===== src/rtl/fpu_pkg.sv =====
// Shared FPU definitions: IEEE-754 single-precision field widths, integer limits,
// operand classes and the classifier used by the float-to-int converter.
package fpu_pkg;

  localparam int FP_EXP_W  = 32'd8;
  localparam int FP_FRAC_W = 32'd23;

  localparam logic [FP_EXP_W-1:0] FP_BIAS  = 8'd127;
  localparam logic [31:0]         INT_MAX  = 32'h7FFF_FFFF;
  localparam logic [31:0]         INT_MIN  = 32'h8000_0000;

  // 158 is the first exponent with |x| >= 2^31; 126 is the first with |x| >= 0.5
  localparam logic [FP_EXP_W-1:0] EXP_SAT  = FP_BIAS + 8'd31;
  localparam logic [FP_EXP_W-1:0] EXP_HALF = FP_BIAS - 8'd1;
  localparam logic [FP_EXP_W-1:0] EXP_MAX  = 8'hFF;

  typedef enum logic [2:0] {
    CLS_ZERO    = 3'd0,
    CLS_NORM    = 3'd1,
    CLS_SAT_POS = 3'd2,
    CLS_SAT_NEG = 3'd3,
    CLS_NAN     = 3'd4
  } fp_class_t;

  typedef struct packed {
    logic                 sign;
    logic [FP_EXP_W-1:0]  exp;
    logic [FP_FRAC_W-1:0] frac;
  } fp32_t;

  function automatic fp_class_t fp_classify(input fp32_t f);
    fp_class_t cls;
    if (f.exp == 8'd0) begin
      cls = CLS_ZERO;
    end else if (f.exp == EXP_MAX) begin
      if (f.frac != 23'd0) begin
        cls = CLS_NAN;
      end else begin
        cls = f.sign ? CLS_SAT_NEG : CLS_SAT_POS;
      end
    end else if (f.exp >= EXP_SAT) begin
      // -2^31 is the one representable value at or above the saturation exponent
      if (f.sign && (f.exp == EXP_SAT) && (f.frac == 23'd0)) begin
        cls = CLS_NORM;
      end else begin
        cls = f.sign ? CLS_SAT_NEG : CLS_SAT_POS;
      end
    end else begin
      cls = CLS_NORM;
    end
    return cls;
  endfunction

endpackage


===== src/rtl/ftoi_align.sv =====
// Combinational aligner: shifts the 24-bit significand into a 32-bit integer
// magnitude and extracts the guard and sticky bits for rounding.
module ftoi_align
  import fpu_pkg::*;
(
  input  logic [23:0]         mant,
  input  logic [FP_EXP_W-1:0] expn,
  output logic [31:0]         mag,
  output logic                guard,
  output logic                sticky
);

  logic [7:0]  shamt_s;
  logic [55:0] shifted_s;

  // {m, 32'b0} >> (158 - e): integer part lands in [55:24], guard at [23], sticky below
  always_comb begin
    shamt_s   = 8'd0;
    shifted_s = 56'd0;
    mag       = 32'd0;
    guard     = 1'b0;
    sticky    = 1'b0;
    if (expn >= EXP_HALF) begin
      if (expn >= EXP_SAT) begin
        shamt_s = 8'd0;
      end else begin
        shamt_s = EXP_SAT - expn;
      end
      shifted_s = {mant, 32'd0} >> shamt_s;
      mag       = shifted_s[55:24];
      guard     = shifted_s[23];
      sticky    = |shifted_s[22:0];
    end else begin
      sticky = (expn != 8'd0);
    end
  end

endmodule


===== src/rtl/ftoi.sv =====
// Three-stage IEEE-754 single to signed 32-bit integer converter with
// elaboration-time rounding mode and saturation on out-of-range operands.
module ftoi
  import fpu_pkg::*;
#(
  parameter int ROUND_MODE = 0
)
(
  input  logic        clk,
  input  logic        rst,
  input  logic [31:0] in_f,
  input  logic        input_valid,
  output logic [31:0] out_i,
  output logic        out_valid,
  output logic        out_invalid
);

  fp32_t op_s;
  assign op_s = in_f;

  logic                s1_valid_r;
  logic                s1_sign_r;
  logic [FP_EXP_W-1:0] s1_exp_r;
  logic [23:0]         s1_mant_r;
  fp_class_t           s1_cls_r;

  // S1: unpack and classify
  always_ff @(posedge clk) begin
    if (rst) begin
      s1_valid_r <= 1'b0;
      s1_sign_r  <= 1'b0;
      s1_exp_r   <= 8'd0;
      s1_mant_r  <= 24'd0;
      s1_cls_r   <= CLS_ZERO;
    end else begin
      s1_valid_r <= input_valid;
      s1_sign_r  <= op_s.sign;
      s1_exp_r   <= op_s.exp;
      s1_mant_r  <= {(op_s.exp != 8'd0), op_s.frac};
      s1_cls_r   <= fp_classify(op_s);
    end
  end

  logic [31:0] align_mag_s;
  logic        align_guard_s;
  logic        align_sticky_s;

  ftoi_align u_align (
    .mant   (s1_mant_r),
    .expn   (s1_exp_r),
    .mag    (align_mag_s),
    .guard  (align_guard_s),
    .sticky (align_sticky_s)
  );

  logic        s2_valid_r;
  logic        s2_sign_r;
  logic [31:0] s2_mag_r;
  logic        s2_guard_r;
  logic        s2_sticky_r;
  fp_class_t   s2_cls_r;

  // S2: register the aligned magnitude and rounding bits
  always_ff @(posedge clk) begin
    if (rst) begin
      s2_valid_r  <= 1'b0;
      s2_sign_r   <= 1'b0;
      s2_mag_r    <= 32'd0;
      s2_guard_r  <= 1'b0;
      s2_sticky_r <= 1'b0;
      s2_cls_r    <= CLS_ZERO;
    end else begin
      s2_valid_r  <= s1_valid_r;
      s2_sign_r   <= s1_sign_r;
      s2_mag_r    <= align_mag_s;
      s2_guard_r  <= align_guard_s;
      s2_sticky_r <= align_sticky_s;
      s2_cls_r    <= s1_cls_r;
    end
  end

  logic        inc_s;
  logic [31:0] rounded_s;
  logic [31:0] signed_s;
  logic [31:0] res_s;
  logic        inv_s;

  // S3 combinational: round, apply sign, select by class
  always_comb begin
    inc_s     = 1'b0;
    rounded_s = 32'd0;
    signed_s  = 32'd0;
    res_s     = 32'd0;
    inv_s     = 1'b0;
    if (ROUND_MODE == 0) begin
      inc_s = s2_guard_r & (s2_sticky_r | s2_mag_r[0]);
    end else begin
      inc_s = 1'b0;
    end
    rounded_s = s2_mag_r + {31'd0, inc_s};
    if (s2_sign_r) begin
      signed_s = 32'd0 - rounded_s;
    end else begin
      signed_s = rounded_s;
    end
    case (s2_cls_r)
      CLS_ZERO: begin
        res_s = 32'd0;
        inv_s = 1'b0;
      end
      CLS_NORM: begin
        res_s = signed_s;
        inv_s = 1'b0;
      end
      CLS_SAT_POS: begin
        res_s = INT_MAX;
        inv_s = 1'b1;
      end
      CLS_SAT_NEG: begin
        res_s = INT_MIN;
        inv_s = 1'b1;
      end
      CLS_NAN: begin
        res_s = INT_MAX;
        inv_s = 1'b1;
      end
      default: begin
        res_s = INT_MAX;
        inv_s = 1'b1;
      end
    endcase
  end

  // S3: output register
  always_ff @(posedge clk) begin
    if (rst) begin
      out_i       <= 32'd0;
      out_valid   <= 1'b0;
      out_invalid <= 1'b0;
    end else begin
      out_i       <= res_s;
      out_valid   <= s2_valid_r;
      out_invalid <= inv_s;
    end
  end

endmodule


===== config.mk =====
export PLATFORM = sky130hd
export DESIGN_NAME = ftoi
export DESIGN_NICKNAME = d
export VERILOG_FILES = /design/src/rtl/fpu_pkg.sv /design/src/rtl/ftoi_align.sv /design/src/rtl/ftoi.sv
export SDC_FILE = /design/constraint.sdc
export NUM_CORES = 1
export LEC_CHECK = 0
export ABC_CLOCK_PERIOD_IN_PS = 3900
export CORE_MARGIN = 2
export CORE_UTILIZATION = 59
export DETAILED_ROUTE_END_ITERATION = 6
export PLACE_DENSITY = 0.81
export SLEW_MARGIN = 20
export SYNTH_ARGS = -nofsm -noshare
export SYNTH_HDL_FRONTEND = slang
export SYNTH_HIERARCHICAL = 1
export SYNTH_SLANG_ARGS = --single-unit

===== constraint.sdc =====
create_clock -name clk -period 3.9 [get_ports clk]
set_input_delay 0.585 -clock clk [delete_from_list [all_inputs] [get_ports clk]]
set_output_delay 0.585 -clock clk [all_outputs]
set_load 0.05 [all_outputs]

After elaboration in Yosys (flattened, before gate mapping)
Index checks and enable logic that the tools add are counted.
{"block": "totals", "reg_bits": 110, "inputBits": 35, "output_inout_bits": 34, "wordCells": 51}
{"block": "classes", "n_shift": 1, "reduce_logical": 12, "n_eq_ne": 4, "mux": 11, "addsub": 3, "magnitude_cmp": 3, "bitwise_logic": 3}
{"op": "32-bit one-hot mux with 3 select lines", "n": 1}
{"op": "56-bit by 8-bit right shift with 56-bit output", "n": 1}
{"op": "32-bit by 1-bit adder with 32-bit output", "n": 1}
{"op": "32-bit 2-to-1 mux", "n": 1}
{"op": "1-bit by 32-bit subtractor with 32-bit output (first input constant)", "n": 1}
{"op": "23-bit logical NOT", "n": 1}
{"op": "23-bit nonzero test", "n": 1}
{"op": "23-bit OR reduction", "n": 1}
{"op": "8-bit equality test (second input constant)", "n": 2}
{"op": "8-bit greater-or-equal comparator (second input constant)", "n": 2}
{"op": "8-bit 2-to-1 mux", "n": 2}
{"op": "8-bit nonzero test", "n": 2}
{"op": "3-bit 2-to-1 mux", "n": 3}
{"op": "8-bit by 7-bit greater-or-equal comparator with 1-bit output (second input constant)", "n": 1}
{"op": "8-bit logical NOT", "n": 1}
{"op": "8-bit subtractor (first input constant)", "n": 1}
{"op": "2-bit OR reduction", "n": 3}
{"op": "3-bit by 1-bit equality test with 1-bit output (second input constant)", "n": 1}
{"op": "3-bit by 2-bit equality test with 1-bit output (second input constant)", "n": 1}
{"op": "3-bit logical NOT", "n": 1}
{"op": "1-bit 2-to-1 mux", "n": 3}
{"op": "1-bit logical AND", "n": 2}
{"op": "2-bit 2-to-1 mux", "n": 1}
{"op": "1-bit bitwise AND", "n": 1}
{"op": "2 further kinds", "n": 2}

Depth between registers and ports, before layout
{"block": "logic_depth", "ltp_word": 6, "depth_mapped": 16, "ltp_nobuf": 13}

Modules after synthesis
Netlist, hierarchy kept.
{"mod": "ftoi", "cells_per_inst": 565, "instances": 1, "area_per_inst_um2": 5099.9}
{"mod": "ftoi_align", "cells_per_inst": 432, "instances": 1, "area_per_inst_um2": 2657.5}

Worst setup path before layout
Ideal clock, no wire load.
{"block": "synth_timing", "kind": "reg-to-reg", "startpoint": "register s1_exp_r[0]", "endpoint": "register s2_sticky_r", "stages_incl_launch_ff": 15, "arrival_ns": 3.373, "path_buffers": 1, "slack_ns": 0.399, "period_less_slack_ns": 3.501, "path_cell_list": "dfxtp_1 -> buf_4 -> inv_1 -> ha_1 -> o2111a_2 -> a21oi_4 -> mux2_1 -> a221oi_2 -> mux2i_1 -> a221oi_2 -> and3_1 -> or4b_1 -> o31ai_1 -> a31oi_1 -> nor2b_1"}
{"block": "synth_via", "elab_chain_cells": 6}
{"element": "start, declared", "line": "ftoi.sv:23", "rtl": "logic [FP_EXP_W-1:0] s1_exp_r;"}
{"element": "start signal, assigned", "line": "ftoi.sv:38", "rtl": "s1_exp_r <= op_s.exp;"}
{"element": "8-bit subtractor / 8-bit greater-or-equal comparator (equally long branches)", "line": "ftoi_align.sv:27, ftoi_align.sv:24"}
{"element": "8-bit 2-to-1 mux", "line": "ftoi_align.sv:24", "rtl": "if (expn >= EXP_SAT) begin"}
{"element": "8-bit 2-to-1 mux", "line": "ftoi_align.sv:23", "rtl": "if (expn >= EXP_HALF) begin"}
{"element": "56-bit by 8-bit right shift with 56-bit output", "line": "ftoi_align.sv:29", "rtl": "shifted_s = {mant, 32'd0} >> shamt_s;"}
{"element": "23-bit OR reduction", "line": "ftoi_align.sv:32", "rtl": "sticky = |shifted_s[22:0];"}
{"element": "1-bit 2-to-1 mux *", "line": "ftoi_align.sv:23"}
{"element": "named net align_sticky_s", "line": "ftoi.sv:46", "rtl": "logic align_sticky_s;"}
{"element": "end signal, assigned", "line": "ftoi.sv:77", "rtl": "s2_sticky_r <= align_sticky_s;"}
{"element": "end, declared", "line": "ftoi.sv:60", "rtl": "logic s2_sticky_r;"}
Mark *: on every way through the listed nets, which the timed path passes. The rest lies on a longest branch. The select of a mux whose other input is x is not followed.
A chain may end at the register's enable or synchronous reset.

Final worst setup path
Ends and elaborated chain as after synthesis.

==> impl_results.md <==
- Outcome: finished clean
- Required @ worst endpoint: 4.14 ns
- Root buffer cell: clkbuf_16
- Worst Path Arrival: 3.94 ns
- Kind of cell adding the most delay to the critical path: compound AO/OA/AOI/OAI gates
- Post-route setup TNS: 0 ns
- Worst slew margin: 29.2%
- Post-route ant nets: 0
- Pint: 1.96 mW
- Peak VDD IR: 0.268 mV
- Yosys reg bits: 110
- Fmax achieved: 270 MHz
- RSZ-0062 raised after global routing: false
- Slack of the worst reg-to-reg path: 0.20 ns
- Max clock buf depth: 2
- Post-layout min period: 3.70 ns
- Most common library cells after synthesis: dfxtp_1 (110), nor2_1 (98), nand2_1 (80)
- DP HPWL: 18.1 mm
- Leak Pwr: 3.31 nW
- Clk pwr share: 33.0%
- PwrDens: 326 nW/um^2
- Net count, final: 1,091
- CTS buffer count: 9
- Synth area leader: dfxtp_1
- 1st-iter DRT viols: 823
- Initial antenna violation count: 0
- Total number of vias: 7,907
- Post-route cell area: 8960 um^2
- CTS tree: yes
- Commonest register cell after synthesis: dfxtp_1
- Pins Over Slew Limit: 0
- # DRC: 0
- Ant diodes: 0
- Combinational Power Share: 25.6%
- Post-synthesis sequential area ratio: 28.4%
- Pin count of the biggest net entering global routing: 59
- Gp weighted congestion: 1.04
- CP Class: reg2reg
- Setup Viol. Count Final: 0
- Distinct cells, synth: 85
- Die Wd: 119 um
- Layout cells sized above 1: 10.4%
- WL per Instance: 19.2 um
- Tot GR Track Use: 33.3%
- Max stage delay on crit path: 0.51 ns
- Post-Syn Nets: 1,038
- Worst-path maximum fanout: 11
- Top post-synthesis cells by area: dfxtp_1 (28%), nor2b_1 (6.1%), nor2_1 (4.7%)
- Row Count: 41
- Via density: 6.44
- Hold Crit Class: reg2reg
- CP Launch Type: flop
- Synthesized instance count: 997
- Area grow syn2layout: 15.5%
- H-tree level count: 3
- Clock Sinks: 110
- First-pass GRT wire length: 37.8 mm
- Post-synth ARST share: 0%
- DP Area: 8640 um^2
- GR Overflow Total: 0
- Pre-CTS setup slack: 0.195 ns
- Post-synth EDFFs: 0
- DP Cell Count: 1,210
- Clk_skew: 0.00589 ns
- WP buf/inv: 2
- Top-count cell post-synth: dfxtp_1
- Yosys warnings: 6
- Clk_lat worst skew: 0.36 ns
- Area fraction of the dominant cell type after synthesis: 28.4%
- WL final: 23.5 mm
- Hold buffers post-CTS: 0
- Synthesized area per cell: 7.78 um^2
- Worst Setup Slack, final: 0.195 ns
- Max-Cap Viols: 0
- Postcts setup bufs: 0
- NetSw: 0.965 mW
- Sequential share of power: 41.4%
- CTS clock-pin slew for the worst setup and hold paths: 0.07 ns
- CP max stage cell: a211oi_4
- Initial core utilization: 61.0%
- CP Cell Sequence: inv_1 -> ha_1 -> o2111a_2 -> a211oi_4 -> buf_4 -> o211ai_1 -> o21ai_0 -> nor3_1 -> a221oi_2 -> and3_1 -> or4b_1 -> o31ai_1 -> a31oi_1 -> nor2b_1
- Switching share of power: 33.0%
- CTS-repair resized insts: 0
- Die H: 119 um
- Post-Layout Cell Count: 1,227
- Least-Margin Pin Slew: 1.06 ns
- Port bufs: 68
- I/O pin count: 69
- Fin crit share: 95.0%
- Core ar.: 12,700 um^2
- Final Hold Viols: 0
- Crit end category: flop
- Die area: 14,100 um^2
- Final core occ: 70.4%
- Detailed Routing Iterations Pass 1: 6
- Mapped cell area: 7760 um^2
- Vias in the first global route: 7,393
## path summary, 6_finish.rpt
path,startpoint,to,depth (start not counted)
min reg2reg,s2_valid_r,out_valid,1
max,s1_exp_r[0],s2_sticky_r,14
min,s2_valid_r,out_valid,1
max reg2reg,s1_exp_r[0],s2_sticky_r,14
## worst reg2reg max path, delay by kind of cell, from the launching register on
family | cells | cell delay [ns]
compound gates | 7 | 1.69
simple gates | 4 | 0.95
flops | 1 | 0.35
buf+inv | 2 | 0.32
fa+ha+maj | 1 | 0.25
## sequential cells by signal, summed over array words and instances (netlist names), 3 cells and up
signal and cells:
s1_mant_r 24, out_i 32, s2_cls_r 3, s1_cls_r 3
s2_mag_r 32, s1_exp_r 8
## power groups by stage
stage	clock (mW)	sequential [mW]	combinational [mW]
final	0.964	1.21	0.748
after global routing	1.02	1.22	0.795
after CTS	0.978	1.21	0.723
after detailed placement	0	1.24	0.719
after global placement	0	1.24	0.720
after floorplan	0	1.24	0.463
## layout make-up
cell class              count  area (um^2)
multi-input cells         794         5120
fillers                  1067         3760
flip-flops and latches    110         2200
repair buffers            113         1030
clock buffers               9          225
well taps                 172          215
clock inverters             7         88.8
inverters                  22         82.6
## cell families after synthesis
logic type | Yosys count | share of synthesized area (%)
and+or+nand+nor | 443 | 30.7
AOI/OAI and AO/OA | 255 | 23.2
buffers and inverters | 93 | 5.66
DFF | 110 | 28.4
adders and majority gates | 6 | 0.968
xor gates and xnor gates | 56 | 6.42
muxes | 34 | 4.69
## placed cells by master (no fill, tap or decap), drive strengths merged, types with 23 or more instances in the layout
cell type        n
nand2           80
mux2i           24
clkdlybuf4s50   67
nand4           23
nor3            37
dfxtp          110
o21ai           55
nand3           49
inv             25
nor2            98
xnor2           37
a21oi           54
buf             46
a211oi          25
nor2b           76
## routing by layer
metal  routed length [um]  part of all wire [%]  up-vias  global-route usage, %
met5                    0                     0        -                      0
met4                 1320                   5.6        0                   19.9
met3                 1550                   6.6       98                   5.31
met2                11400                    48      419                   58.3
met1                 9300                    40     3654                   38.1
li1                     -                     -     3736                      -
## through the flow
| stage | hold WS (ns) | power, mW |
|---|---|---|
| 6_report | 0.438 | 2.92 |
| 5_1_grt | 0.457 | 3.03 |
| 4_1_cts | 0.440 | 2.91 |
| 3_5_place_dp | 0.422 | 1.95 |
| 3_3_place_gp | 0.416 | 1.96 |
| 2_1_floorplan | 0.414 | 1.71 |
Power figures use the tool's default switching activity.
